**src/rtl/display_scan_mux.sv**
```systemverilog
// Time-multiplexed 7-segment scanner: one BCD nibble per slot, one-hot digit enable,
// frame-synchronous value update, dark first cycle per slot, optional leading-zero blanking.
module display_scan_mux #(
   parameter int DIGITS      = 4,
   parameter int REFRESH_DIV = 50000
) (
   input  logic                  clk,
   input  logic                  rst_n,
   input  logic                  load,
   input  logic [4*DIGITS-1:0]   value,
   input  logic                  blank_lz,
   output logic [3:0]            data,
   output logic [DIGITS-1:0]     digit_en,
   output logic                  frame
);

   localparam int CW = (REFRESH_DIV > 1) ? $clog2(REFRESH_DIV) : 1;
   localparam int IW = (DIGITS > 1) ? $clog2(DIGITS) : 1;
   localparam logic [CW-1:0] CNT_LAST = CW'(REFRESH_DIV - 1);
   localparam logic [IW-1:0] IDX_LAST = IW'(DIGITS - 1);

   logic [CW-1:0]         cnt, cnt_nx;
   logic [IW-1:0]         idx, idx_nx;
   logic [4*DIGITS-1:0]   active, active_nx;
   logic [4*DIGITS-1:0]   pend_v, pend_v_nx;
   logic                  pend, pend_nx;
   logic                  slot_end, boundary;
   logic [DIGITS-1:0]     suffix_zero;
   logic                  run_zero;
   logic                  blanked;
   logic [3:0]            data_nx;
   logic [DIGITS-1:0]     digit_en_nx;
   logic                  frame_nx;

   always_comb begin
      slot_end  = (cnt == CNT_LAST);
      boundary  = slot_end && (idx == IDX_LAST);
      cnt_nx    = slot_end ? '0 : cnt + 1'b1;
      idx_nx    = idx;
      if (slot_end)
         idx_nx = (idx == IDX_LAST) ? '0 : idx + 1'b1;

      // A load landing on the boundary edge bypasses the pending register.
      active_nx = active;
      pend_nx   = pend;
      pend_v_nx = pend_v;
      if (load)
         pend_v_nx = value;
      if (boundary) begin
         pend_nx = 1'b0;
         if (load)
            active_nx = value;
         else if (pend)
            active_nx = pend_v;
      end else if (load) begin
         pend_nx = 1'b1;
      end
   end

   // suffix_zero[i]: nibbles i..DIGITS-1 of the next displayed word are all zero.
   always_comb begin
      run_zero    = 1'b1;
      suffix_zero = '0;
      data_nx     = 4'h0;
      for (int i = DIGITS - 1; i >= 0; i--) begin
         run_zero       = run_zero && (active_nx[4*i +: 4] == 4'h0);
         suffix_zero[i] = run_zero;
      end
      blanked = 1'b0;
      for (int i = 0; i < DIGITS; i++) begin
         if (idx_nx == IW'(i)) begin
            data_nx = active_nx[4*i +: 4];
            blanked = blank_lz && (i > 0) && suffix_zero[i];
         end
      end
      digit_en_nx = '0;
      if ((cnt_nx != '0) && !blanked)
         digit_en_nx = DIGITS'(1) << idx_nx;
      frame_nx = (idx_nx == '0) && (cnt_nx == '0);
   end

   always_ff @(posedge clk) begin
      if (!rst_n) begin
         cnt      <= '0;
         idx      <= '0;
         active   <= '0;
         pend     <= 1'b0;
         pend_v   <= '0;
         data     <= 4'h0;
         digit_en <= '0;
         frame    <= 1'b0;
      end else begin
         cnt      <= cnt_nx;
         idx      <= idx_nx;
         active   <= active_nx;
         pend     <= pend_nx;
         pend_v   <= pend_v_nx;
         data     <= data_nx;
         digit_en <= digit_en_nx;
         frame    <= frame_nx;
      end
   end

endmodule
```
**config.mk**
```make
export PLATFORM = sky130hd
export DESIGN_NAME = display_scan_mux
export DESIGN_NICKNAME = d
export VERILOG_FILES = /design/src/rtl/display_scan_mux.sv
export SDC_FILE = /design/constraint.sdc
export NUM_CORES = 1
export LEC_CHECK = 0
export CAP_MARGIN = 0
export CORE_MARGIN = 10
export CORE_UTILIZATION = 40
export CTS_CLUSTER_DIAMETER = 120
export DETAILED_ROUTE_END_ITERATION = 8
export GPL_ROUTABILITY_DRIVEN = 0
export HOLD_SLACK_MARGIN = 0.1
export PLACE_DENSITY = 0.61
export SYNTH_ARGS = -nofsm -noshare
export SYNTH_HDL_FRONTEND = slang
export SYNTH_SLANG_ARGS = --single-unit
```
**constraint.sdc**
```tcl
create_clock -name clk -period 3 [get_ports clk]
set_input_delay 0.6 -clock clk [delete_from_list [all_inputs] [get_ports clk]]
set_output_delay 0.6 -clock clk [all_outputs]
set_load 0.05 [all_outputs]
```
# Yosys cells after proc, flatten, opt, wreduce, memory -nomap -nowiden
# Cells that the tools add are included.
[word_totals]
ff_bits = 60
latch_bits = 0
ramBits = 0
romBits = 0
out_inout_bits = 9
wordCells = 47
n_memories = 0
[classes]
addsub = 2
mul = 0
n_div = 0
magnitude_cmp = 0
n_eq_ne = 5
shift = 1
muxes = 13
n_bitwise = 1
n_reduce_logical = 17
[op_table]
columns = ["op", "count"]
rows = [
  ["$mux W16", 4],
  ["$add A16 B1 Y16 const B", 1],
  ["$eq A16 B16 Y1 const B", 1],
  ["$logic_not A16 Y1", 1],
  ["$mux W4", 4],
  ["$reduce_bool A16 Y1", 1],
  ["$logic_not A4 Y1", 3],
  ["$logic_and A1 B1 Y1", 8],
  ["$eq A2 B2 Y1 const B", 3],
  ["$mux W2", 2],
  ["$shl A1 B2 Y4 const A", 1],
  ["$mux W1", 3],
  ["$add A2 B1 Y2 const B", 1],
  ["$eq A2 B1 Y1 const B", 1],
  ["$logic_not A2 Y1", 1],
  ["$reduce_and A2 Y1", 1],
  ["$reduce_or A2 Y1", 1],
  ["$logic_not A1 Y1", 1],
  ["$not A1 Y1", 1],
]

# Logic depth before layout (Yosys ltp)
# Gate-level depths: netlist (run 1).
[depth]
word_depth = 13
ltp_mapped = 10
depth_no_buf = 8

# Worst setup path before layout (run 1)
# Ideal clock, no wire load.
[synth_path]
path_kind = "reg2reg"
startpoint = "reg idx[0]"
endpoint = "reg digit_en[1]"
setup_time_ns = 0.140
t_arrival_ns = 2.383
slack_ns = 0.477
path_stages_with_launch = 9
period_less_slack_ns = 2.523
cell_sequence = "dfxtp_1 -> ha_1 -> or4bb_1 -> nor4_4 -> mux2i_1 -> nand2_2 -> nor3_2 -> and4b_1 -> a211oi_1"
[synth_between]
elab_chain_cells = 13
[synth_rtl]
columns = ["item", "line", "source"]
rows = [
  ["start: declaration", "23", "logic [IW-1:0] idx, idx_nx;"],
  ["start signal: assignment", "94", "idx <= idx_nx;"],
  ["$eq A2 B2 Y1", "37, 41", ""],
  ["$logic_and A1 B1 Y1", "37", "boundary = slot_end && (idx == IDX_LAST);"],
  ["$mux W16", "49", "if (boundary) begin"],
  ["$logic_not A4 Y1", "66", "run_zero = run_zero && (active_nx[4*i +: 4] == 4'h0);"],
  ["$logic_and A1 B1 Y1 (2 in a row)", "66", ""],
  ["$logic_and A1 B1 Y1", "73", "blanked = blank_lz && (i > 0) && suffix_zero[i];"],
  ["$mux W1 (3 in a row)", "71", "if (idx_nx == IW'(i)) begin"],
  ["$logic_not A1 Y1", "77", "if ((cnt_nx != '0) && !blanked)"],
  ["$logic_and A1 B1 Y1", "77", ""],
  ["$reduce_and A2 Y1 (no line)", "n/a", ""],
  ["end signal: assignment", "99", "digit_en <= digit_en_nx;"],
  ["end: declaration", "13", "output logic [DIGITS-1:0] digit_en,"],
]
# Parallel ways exist; a longest one is shown, timed or not.
# A chain may end at the register's enable or synchronous reset.

# Worst setup path in the final report (run 1)
[layout_path]
startpoint = "reg cnt[6]"
endpoint = "reg digit_en[1]"
[layout_between]
elab_chain_cells = 13
[layout_rtl]
columns = ["item", "line", "source"]
rows = [
  ["start: declaration", "22", "logic [CW-1:0] cnt, cnt_nx;"],
  ["start signal: assignment", "93", "cnt <= cnt_nx;"],
  ["$eq A16 B16 Y1", "36", "slot_end = (cnt == CNT_LAST);"],
  ["$logic_and A1 B1 Y1", "37", ""],
  ["$mux W16", "49", ""],
  ["$logic_not A4 Y1", "66", ""],
  ["$logic_and A1 B1 Y1 (2 in a row)", "66", ""],
  ["$logic_and A1 B1 Y1", "73", ""],
  ["$mux W1 (3 in a row)", "71", ""],
  ["$logic_not A1 Y1", "77", ""],
  ["$logic_and A1 B1 Y1", "77", ""],
  ["$reduce_and A2 Y1 (no line)", "n/a", ""],
]
# Parallel ways exist; a longest one is shown, timed or not.

==> results.toml, run 1 <==
[setup_path]
worst-endpoint-required_ns = 3.23
critical_path_arrival_ns = 2.89
slowest_delay_ns = 0.66
timing.critical_path.to_type = "flop"
timing.setup.critical_path_class = "flop to flop"
critical_path_top_delay_cell = "or4b_2"
critical_path.cell_chain = "or4b_2 > nor4_4 > buf_4 > nand3_4 > o22ai_1 > nor2_1 > nor4_1 > a211oi_1"
top_fanout_value_on_the_critical_path = 13
worst_setup_path_start_kind = "flop"

[status]
outcome = "finished, final reports clean"

[floorplanning]
chipWidth_um = 108
floorplan.die.height_um = 108
initial_standard_cell_utilization_of_the_core_pct = 40.7
core.rowCount = 32
floorplan.die_area_mm2 = 0.0117
core_area_mm2 = 0.00765
top_level_ports = 29

[logic_synthesis]
synth_cell_types = 67
synth.ff_latch_count = 60
synth_nets = 373
post_synth.cell_area_avg_um2 = 8.88
synth_top_cells_by_count = "60 x dfxtp_1, 54 x nor2_1, 20 x mux2i_1, 18 x o22ai_1, 14 x a21oi_1"
synth.most_common_cell = "dfxtp_1"
synth_largest_area_cell = "dfxtp_1"
post_synth_main_area_contributors = "dfxtp_1 39%, nor2_1 6.5%, mux2i_1 6.4%"
ys.warnings.count = 0
async_flop_share_pct = 0
ys_seq_area_share_pct = 38.6
syn_area_mm2 = 0.00312
synth_edf_count = 0
synthesis.instances = 351
synth_largest_type_area_fraction_pct = 38.6
synth_top_flop_cell = "dfxtp_1"

[sta]
fin_setup_tns_ns = 0
unrepaired_setup_endpoints_after_global_routing = "no"
fin_ws_ns = 0.342
fin_crit_sh_pct = 88.6
final.min_clock_period_ns = 2.66
max_slew.worst_pin.slew_ns = 0.556
slew_viol_final = 0
worst_case_headroom_to_the_max_slew_limit_pct = 62.9
hold_violations = 0
maxClockFrequency_ghz = 0.376
setup_violations = 0
finalClockSkew_ns = 0.0106

[clock_tree]
cts_num_sinks = 60
cts.repair.resized = 0
clk_path_buf_depth = 2
cts-buffers-inserted = 9
ctsHtreeMaxLevel = 3
tritoncts = "done"
clock_tree_root_driver_cell = "clkbuf_8"
post_cts_hold_buffer_count = 0
path_clk_slew_ns = 0.07
post_cts_setup_buffers = 0
clk_latency_ns = 0.35

[global_route]
initial_antenna_violation_count = 0
grt_pass1_wl_um = 12900
globalRoute.totalOverflow = 0
grt_usage_pct = 13.6
first_global_vias = 2579
grt_start_max_net_pins = 24

[pwr]
p_leak_nw = 1.43
design_power_total_w = 0.00181
vdd.ir_drop.worst_mv = 0.295
power_density_mw_per_mm2 = 491

[cells_and_area]
fillers = 729
final_layout_size_suffix_gt1_share_pct = 13.8
final_cell_count_no_fill = 486
final_core_util_pct = 48.2
antennaDiodeCount = 0
nNetsFinal = 401
synthToLayoutAreaGrowth_pct = 18.4

[job]
cap_viol_max_count = 0

[placed_design]
place_worst_setup_slack_ns = 0.368
dp.final_hpwl_um = 5240
dpl.cell_count = 470
io_buf_count = 28

[route]
drt-total-wl_um = 7510
vias_per_cell = 5.38
dr_total_vias = 2613
post_drt_wl_per_cell_um = 15.4
first_pass_iters = 4
remaining_drc_errors = 0
number_of_routed_nets_with_antenna_violations = 0
drt-initial-drc-count = 159

[min_path]
class_of_the_most_critical_hold_timing_path = "flop to flop"
==> per-stage QoR <==
stage / cell area (µm²) / hold slack, ns
2_1_floorplan: 3120 / 0.451
3_3_place_gp: 3450 / 0.472
3_5_place_dp: 3450 / 0.481
4_1_cts: 3690 / 0.502
5_1_grt: 3690 / 0.532
6_report: 3690 / 0.494
==> state kept, by name, summed over array words and instances (netlist names) <==
| signal | flops |
|---|---|
| data | 4 |
| cnt | 16 |
| pend_v | 16 |
| idx | 2 |
| active | 16 |
| digit_en | 4 |
| frame | 1 |
| pend | 1 |
==> power by group <==
part | internal [W] | switching [W] | leakage (nW) | total, W
Combinational | 0.0000621 | 0.0000664 | 0.816 | 0.000129
Clock | 0.000533 | 0.000323 | 0.122 | 0.000856
Sequential | 0.000814 | 0.0000125 | 0.488 | 0.000827
Total | 0.00141 | 0.000402 | 1.43 | 0.00181
==> critical path: cells and delay by family (launching register included) <==
family / cells / cell delay [ns]
AND/OR/NAND/NOR: 5 / 1.46
flip-flops: 1 / 0.50
AO/OA/AOI/OAI: 2 / 0.35
buffers and inverters: 1 / 0.23
==> layer usage <==
metal	global-route usage (%)	up-vias	routed length [µm]
met4	4.99	0	89
li1	-	1330	-
met1	18.1	1221	3580
met2	20.4	55	3440
met5	0	-	0
met3	4.16	7	398
==> path summary, 6_finish.rpt <==
check,slack (ns),depth (start not counted),endpoint,from
worst max register to register,0.34,8,digit_en[1]$_SDFF_PP0_,cnt[6]$_SDFF_PN0_
worst max-delay path,0.34,8,digit_en[1]$_SDFF_PP0_,cnt[6]$_SDFF_PN0_
worst min-delay path,0.49,1,cnt[0]$_SDFF_PN0_,cnt[0]$_SDFF_PN0_
worst min register to register,0.49,1,cnt[0]$_SDFF_PN0_,cnt[0]$_SDFF_PN0_
==> cell families (layout without fill, tap and decap cells) <==
kind of cell               count (synthesis)  in the layout  synth area share [%]
AOI/OAI and AO/OA                         70             70                  15.2
xor gates and xnor gates                  14             14                  3.94
adders and majority gates                  2              2                 0.803
buffers and inverters                     35             68                  6.95
DFF                                       60             60                  38.6
muxes                                     24             24                  7.99
and+or+nand+nor                          146            146                  26.6
==> cell type report <==
cell class              instances  area (µm²)  share of cell area [%]
clock buffers                  12         165                    4.48
clock inverters                 4        70.1                    1.90
inverters                       9        33.8                   0.916
multi-input cells             256        1700                    46.0
flip-flops and latches         60        1200                    32.6
well taps                     102         128                    3.46
repair buffers                 43         393                    10.7
==> placed cells by master (no fill, tap or decap), types with 3 or more instances in the layout <==
| cell | count |
|---|---|
| dfxtp_1 | 60 |
| nor2_1 | 54 |
| clkdlybuf4s50_1 | 28 |
| mux2i_1 | 20 |
| o22ai_1 | 18 |
| buf_4 | 15 |
| a21oi_1 | 14 |
| nand3_1 | 13 |
| clkbuf_8 | 12 |
| and2_1 | 11 |
| nand2_1 | 10 |
| xnor2_1 | 10 |
| inv_1 | 9 |
| nor3_1 | 9 |
| a31oi_1 | 8 |
| nor4_1 | 8 |
| nand4_1 | 6 |
| a32oi_1 | 4 |
| xor2_1 | 4 |
| and3_1 | 3 |
| a22oi_1 | 3 |
| nand2b_1 | 3 |
| or3_1 | 3 |
| o21ai_0 | 3 |
(Power assumes the default switching activity.)
==> run 2: changes to the inputs <==
--- a/config.mk
+++ b/config.mk
@@ -7,12 +7,12 @@
 export LEC_CHECK = 0
 export CAP_MARGIN = 0
 export CORE_MARGIN = 10
-export CORE_UTILIZATION = 40
+export CORE_UTILIZATION = 35
 export CTS_CLUSTER_DIAMETER = 120
 export DETAILED_ROUTE_END_ITERATION = 8
 export GPL_ROUTABILITY_DRIVEN = 0
 export HOLD_SLACK_MARGIN = 0.1
-export PLACE_DENSITY = 0.61
+export PLACE_DENSITY = 0.55
 export SYNTH_ARGS = -nofsm -noshare
 export SYNTH_HDL_FRONTEND = slang
 export SYNTH_SLANG_ARGS = --single-unit
==> run 2 against run 1 <==
Hold slack better by 0.00065 ns. Wire length up 4.9%. Largest cell class unchanged. Combinational power down 3%. Non-clock buffer count up 4.
==> results.toml, run 2 (synthesis results as in run 1) <==
[sta]
finalHoldWorstSlack_ns = 0.495
hold_violations = 0
finalClockSkew_ns = 0.00687
fin_crit_sh_pct = 95.7
slew_viol_final = 0
final.min_clock_period_ns = 2.87
unrepaired_setup_endpoints_after_global_routing = "no"
maxClockFrequency_ghz = 0.348
max_slew.worst_pin.slew_ns = 0.564
fin_setup_tns_ns = 0
setup_violations = 0
worst_case_headroom_to_the_max_slew_limit_pct = 62.3

[cells_and_area]
fillers = 891
final_cell_count_no_fill = 495
final_core_util_pct = 42.4
synthToLayoutAreaGrowth_pct = 18.2
nNetsFinal = 405
largest_registers = "active x16, cnt x16, pend_v x16"
antennaDiodeCount = 0
layout.cells.most_common_list = "59 x dfxtp_1, 54 x nor2_1, 28 x clkdlybuf4s50_1, 19 x mux2i_1, 19 x buf_4"
final_layout_size_suffix_gt1_share_pct = 15.5
layout.cells.most_common = "dfxtp_1"

[setup_path]
timing.setup.critical_path_class = "flop to flop"
critical_path.reg2reg.endpoint = "digit_en[1]$_SDFF_PP0_"
worst-endpoint-required_ns = 3.21
worst_setup_path_startpoint = "cnt[4]$_SDFF_PN0_"
critical_path_arrival_ns = 3.08
setup.reg_to_reg.worst_slack_ns = 0.13
worst_r2r_path_depth = 8
critical_path.endpoint = "digit_en[1]$_SDFF_PP0_"
r2r-start = "cnt[4]$_SDFF_PN0_"
top_fanout_value_on_the_critical_path = 11
timing.critical_path.to_type = "flop"
worst_setup_path_start_kind = "flop"

[clock_tree]
tritoncts = "done"
cts-buffers-inserted = 9
cts_num_sinks = 60
clk_latency_ns = 0.34
path_clk_slew_ns = 0.06
clk_path_buf_depth = 2
post_cts_hold_buffer_count = 0
ctsHtreeMaxLevel = 3
clock_tree_root_driver_cell = "clkbuf_8"

[pwr]
power_density_mw_per_mm2 = 434
p_leak_nw = 1.42
vdd.ir_drop.worst_mv = 0.190

[global_route]
grt_usage_pct = 12.3
globalRoute.totalOverflow = 0
grt_pass1_wl_um = 13100
first_global_vias = 2651
grt_start_max_net_pins = 19
initial_antenna_violation_count = 0

[placed_design]
io_buf_count = 28
dpl.cell_count = 477
dp.final_hpwl_um = 5670

[route]
first_pass_iters = 4
post_drt_wl_per_cell_um = 15.9
dr_total_vias = 2706
drt-total-wl_um = 7870
drt-initial-drc-count = 115
number_of_routed_nets_with_antenna_violations = 0
vias_per_cell = 5.47
remaining_drc_errors = 0

[floorplanning]
top_level_ports = 29
core.rowCount = 34
core_area_mm2 = 0.00868
floorplan.die_area_mm2 = 0.0131
chipWidth_um = 114
floorplan.die.height_um = 114
initial_standard_cell_utilization_of_the_core_pct = 35.9

[min_path]
class_of_the_most_critical_hold_timing_path = "flop to flop"

[status]
outcome = "finished, final reports clean"

[job]
cap_viol_max_count = 0
[run 2: cell count changes in the layout (fill, tap and decap cells not counted), sizes merged]
cell	change
buf	+4
bufinv	-2
clkbuf	+1
[run 2: worst min-delay path by stage]
| stage | from | endpoint | slack, ns | cells past startpoint |
|---|---|---|---|---|
| floorplan | pend_v[4]$_SDFFE_PN0P_ | pend_v[4]$_SDFFE_PN0P_ | 0.45 | 2 |
| finish | pend_v[13]$_SDFFE_PN0P_ | pend_v[13]$_SDFFE_PN0P_ | 0.49 | 2 |
| CTS | pend_v[14]$_SDFFE_PN0P_ | pend_v[14]$_SDFFE_PN0P_ | 0.50 | 2 |
| detailed placement | pend_v[4]$_SDFFE_PN0P_ | pend_v[4]$_SDFFE_PN0P_ | 0.48 | 2 |
| global placement | pend_v[4]$_SDFFE_PN0P_ | pend_v[4]$_SDFFE_PN0P_ | 0.47 | 2 |
| global route | pend_v[0]$_SDFFE_PN0P_ | pend_v[0]$_SDFFE_PN0P_ | 0.54 | 2 |
[run 2: worst max-delay path: stages, from the launching register on]
cell and delay, ns:
dfxtp_1 0.39, or4b_2 0.75, nor4_4 0.43, buf_4 0.20
nand3_4 0.18, o22ai_2 0.21, nor2_1 0.09, nor4_1 0.35
a211oi_1 0.14
[run 2: what timing repair did]
| item | 4_1_cts | 5_1_grt |
|---|---|---|
| hold endpoints to repair | 0 | 0 |
| endpoints found under the setup margin | 0 | 5 |
| buffers inserted | 0 | 3 |
| gates resized for setup | 0 | 6 |
[run 2: final cells by class]
class,instances,area (µm²),share of cell area [%]
flip-flops and latches,60,1200,32.6
repair buffers,47,423,11.5
clock buffers,13,159,4.31
clock inverters,2,10.0,0.272
well taps,108,135,3.67
inverters,9,33.8,0.917
multi-input cells,256,1720,46.7
[run 2: power breakdown]
group | leakage, nW | switching (W) | internal [W] | total (W)
clock network | 0.0893 | 0.000303 | 0.000338 | 0.000641
logic | 0.838 | 0.0000633 | 0.0000614 | 0.000125
registers | 0.488 | 0.0000162 | 0.000815 | 0.000831
[run 2: metal layers]
layer  wire [µm]  GRT usage (%)
met5           0              0
met4         142           5.60
met3         394           3.46
met2        3570           18.8
met1        3770           15.7
[run 2: through the flow]
| stage | instance area [µm²] | setup WS (ns) | power [W] |
|---|---|---|---|
| after floorplan | 3120 | 0.477 | 0.000917 |
| after global placement | 3470 | 0.232 | 0.000972 |
| after detailed placement | 3470 | 0.0917 | 0.000973 |
| after CTS | 3640 | 0.0657 | 0.00161 |
| after global routing | 3680 | 0.0157 | 0.00166 |
| final | 3680 | 0.129 | 0.00160 |
==> run 3: changes to the inputs <==
--- a/config.mk
+++ b/config.mk
@@ -7,12 +7,13 @@
 export LEC_CHECK = 0
 export CAP_MARGIN = 0
 export CORE_MARGIN = 10
-export CORE_UTILIZATION = 35
+export CORE_UTILIZATION = 50
 export CTS_CLUSTER_DIAMETER = 120
 export DETAILED_ROUTE_END_ITERATION = 8
 export GPL_ROUTABILITY_DRIVEN = 0
 export HOLD_SLACK_MARGIN = 0.1
-export PLACE_DENSITY = 0.55
+export PLACE_DENSITY = 0.73
+export SLEW_MARGIN = 10
 export SYNTH_ARGS = -nofsm -noshare
 export SYNTH_HDL_FRONTEND = slang
 export SYNTH_SLANG_ARGS = --single-unit
==> constraint.sdc (replaced) <==
create_clock -name clk -period 3.1 [get_ports clk]
set_input_delay 0.62 -clock clk [delete_from_list [all_inputs] [get_ports clk]]
set_output_delay 0.62 -clock clk [all_outputs]
set_load 0.05 [all_outputs]
==> run 3 against run 2 <==
Critical path depth decreased by 2. Clock skew increased by 0.0018 ns. Highest routed layer unchanged. Largest cell class unchanged. Critical path type unchanged. Global-route usage increased by 2.7 points. Sequential power decreased by 3.6%. Design area decreased by 1.1%. Setup slack improved by 0.17 ns. Sequential share of layout area increased by 0.32 points. Register-to-register slack improved by 0.17 ns. Clock power increased by 37%. Count of clock-buffer cells in the layout decreased by 4. Cell count decreased by 7.9%.
==> results.toml, run 3 (synthesis results as in run 1) <==
[status]
outcome = "finished, final reports clean"

[route]
remaining_drc_errors = 0
number_of_routed_nets_with_antenna_violations = 0
vias_per_cell = 5.97
dr_total_vias = 2721
post_drt_wl_per_cell_um = 16.1
drt-total-wl_um = 7350
drt-initial-drc-count = 171
first_pass_iters = 5

[clock_tree]
cts.repair.resized = 0
tritoncts = "done"
cts-buffers-inserted = 9
cts_num_sinks = 60
post_cts_setup_buffers = 0
post_cts_hold_buffer_count = 0
path_clk_slew_ns = 0.08
clock_tree_root_driver_cell = "clkbuf_8"
clk_path_buf_depth = 2
ctsHtreeMaxLevel = 3
clk_latency_ns = 0.36

[job]
cap_viol_max_count = 0

[pwr]
power.share.sequential_pct = 44.5
p_leak_nw = 1.40
comb_power_share_pct = 6.8
vdd.ir_drop.worst_mv = 0.344
switching_part_of_the_total_pct = 23.1
power_density_mw_per_mm2 = 494
switchingPower_w = 0.000417
p_int_w = 0.00138
power.share.clock_pct = 48.8

[floorplanning]
floorplan.die_area_mm2 = 0.00979
initial_standard_cell_utilization_of_the_core_pct = 52.0
core.rowCount = 28
core_area_mm2 = 0.00599
top_level_ports = 29
floorplan.die.height_um = 98.9
chipWidth_um = 98.9

[setup_path]
critical_path_arrival_ns = 3.03
worst-endpoint-required_ns = 3.34
top_fanout_value_on_the_critical_path = 11
timing.setup.critical_path_class = "flop to flop"
timing.critical_path.to_type = "flop"
worst_setup_path_start_kind = "flop"

[cells_and_area]
layout.cells.most_common_list = "60 x dfxtp_1, 54 x nor2_1, 28 x clkdlybuf4s50_1, 20 x mux2i_1, 18 x o22ai_1"
layout.cells.most_common = "dfxtp_1"
synthToLayoutAreaGrowth_pct = 16.9
nNetsFinal = 398
final_layout_size_suffix_gt1_share_pct = 13.1
antennaDiodeCount = 0
largest_registers = "active x16, cnt x16, pend_v x16"
fillers = 528

[global_route]
grt_usage_pct = 15.0
grt_start_max_net_pins = 26
initial_antenna_violation_count = 0
first_global_vias = 2602
globalRoute.totalOverflow = 0
grt_pass1_wl_um = 12400

[sta]
maxClockFrequency_ghz = 0.357
final.min_clock_period_ns = 2.80
setup_violations = 0
finalClockSkew_ns = 0.00871
worst_case_headroom_to_the_max_slew_limit_pct = 59.8
fin_ws_ns = 0.301
unrepaired_setup_endpoints_after_global_routing = "no"
max_slew.worst_pin.slew_ns = 0.598
slew_viol_final = 0
hold_violations = 0
fin_setup_tns_ns = 0
fin_crit_sh_pct = 90.3

[placed_design]
place_worst_setup_slack_ns = 0.338
io_buf_count = 28
dp.final_hpwl_um = 5150

[min_path]
class_of_the_most_critical_hold_timing_path = "flop to flop"
run 3: cell count changes in the layout (fill, tap and decap cells not counted), sizes merged:
cell,delta
buf,-7
bufinv,+3
clkbuf,-4
clkinv,-2
clkinvlp,+2
inv,+2
run 3: layout make-up:
| type | count | area (µm²) | share of cell area, % |
|---|---|---|---|
| clock buffer | 9 | 124 | 3.40 |
| clock inverter | 7 | 123 | 3.37 |
| inverter | 9 | 33.8 | 0.927 |
| multi-input combinational | 256 | 1700 | 46.6 |
| sequential | 60 | 1200 | 33.0 |
| tap | 75 | 93.8 | 2.58 |
| timing repair buffer | 40 | 370 | 10.2 |
run 3: final timing paths:
path,slack [ns],endpoint,from,cells after the start
max,0.30,frame$_SDFF_PN0_,cnt[6]$_SDFF_PN0_,6
max reg2reg,0.30,frame$_SDFF_PN0_,cnt[6]$_SDFF_PN0_,6
min,0.49,pend_v[4]$_SDFFE_PN0P_,pend_v[4]$_SDFFE_PN0P_,2
min reg2reg,0.49,pend_v[4]$_SDFFE_PN0P_,pend_v[4]$_SDFFE_PN0P_,2
run 3: critical path, cell delays in order (launching register included):
cell      delay [ns]
dfxtp_1         0.50
or4b_2          0.65
nor4_4          0.17
buf_4           0.24
mux2_1          0.47
nor3_1          0.26
nor4bb_1        0.38
run 3: per-stage QoR:
stage	utilization (%)	area [µm²]	instances	hold WS, ns	total power (W)
after floorplan	-	3120	351	0.451	0.000888
after global placement	56.7	3400	440	0.468	0.000936
after detailed placement	56.7	3400	440	0.469	0.000940
after CTS	60.8	3640	456	0.489	0.00181
after global routing	60.8	3640	456	0.531	0.00186
final	60.8	3640	456	0.488	0.00180
run 3: metal layers:
metal  global-route usage, %  routed length [µm]
met2                    23.0                3310
met3                    4.12                 487
met1                    19.1                3410
met5                       0                   0
met4                    6.84                 138
run 3: power by group through the flow:
stage / logic, W / clock network, W / registers, W
3_5_place_dp: 0.000121 / 0 / 0.000819
5_1_grt: 0.000134 / 0.000923 / 0.000803
4_1_cts: 0.000122 / 0.000889 / 0.000801
6_report: 0.000122 / 0.000879 / 0.000801
3_3_place_gp: 0.000118 / 0 / 0.000818
2_1_floorplan: 0.0000709 / 0 / 0.000817
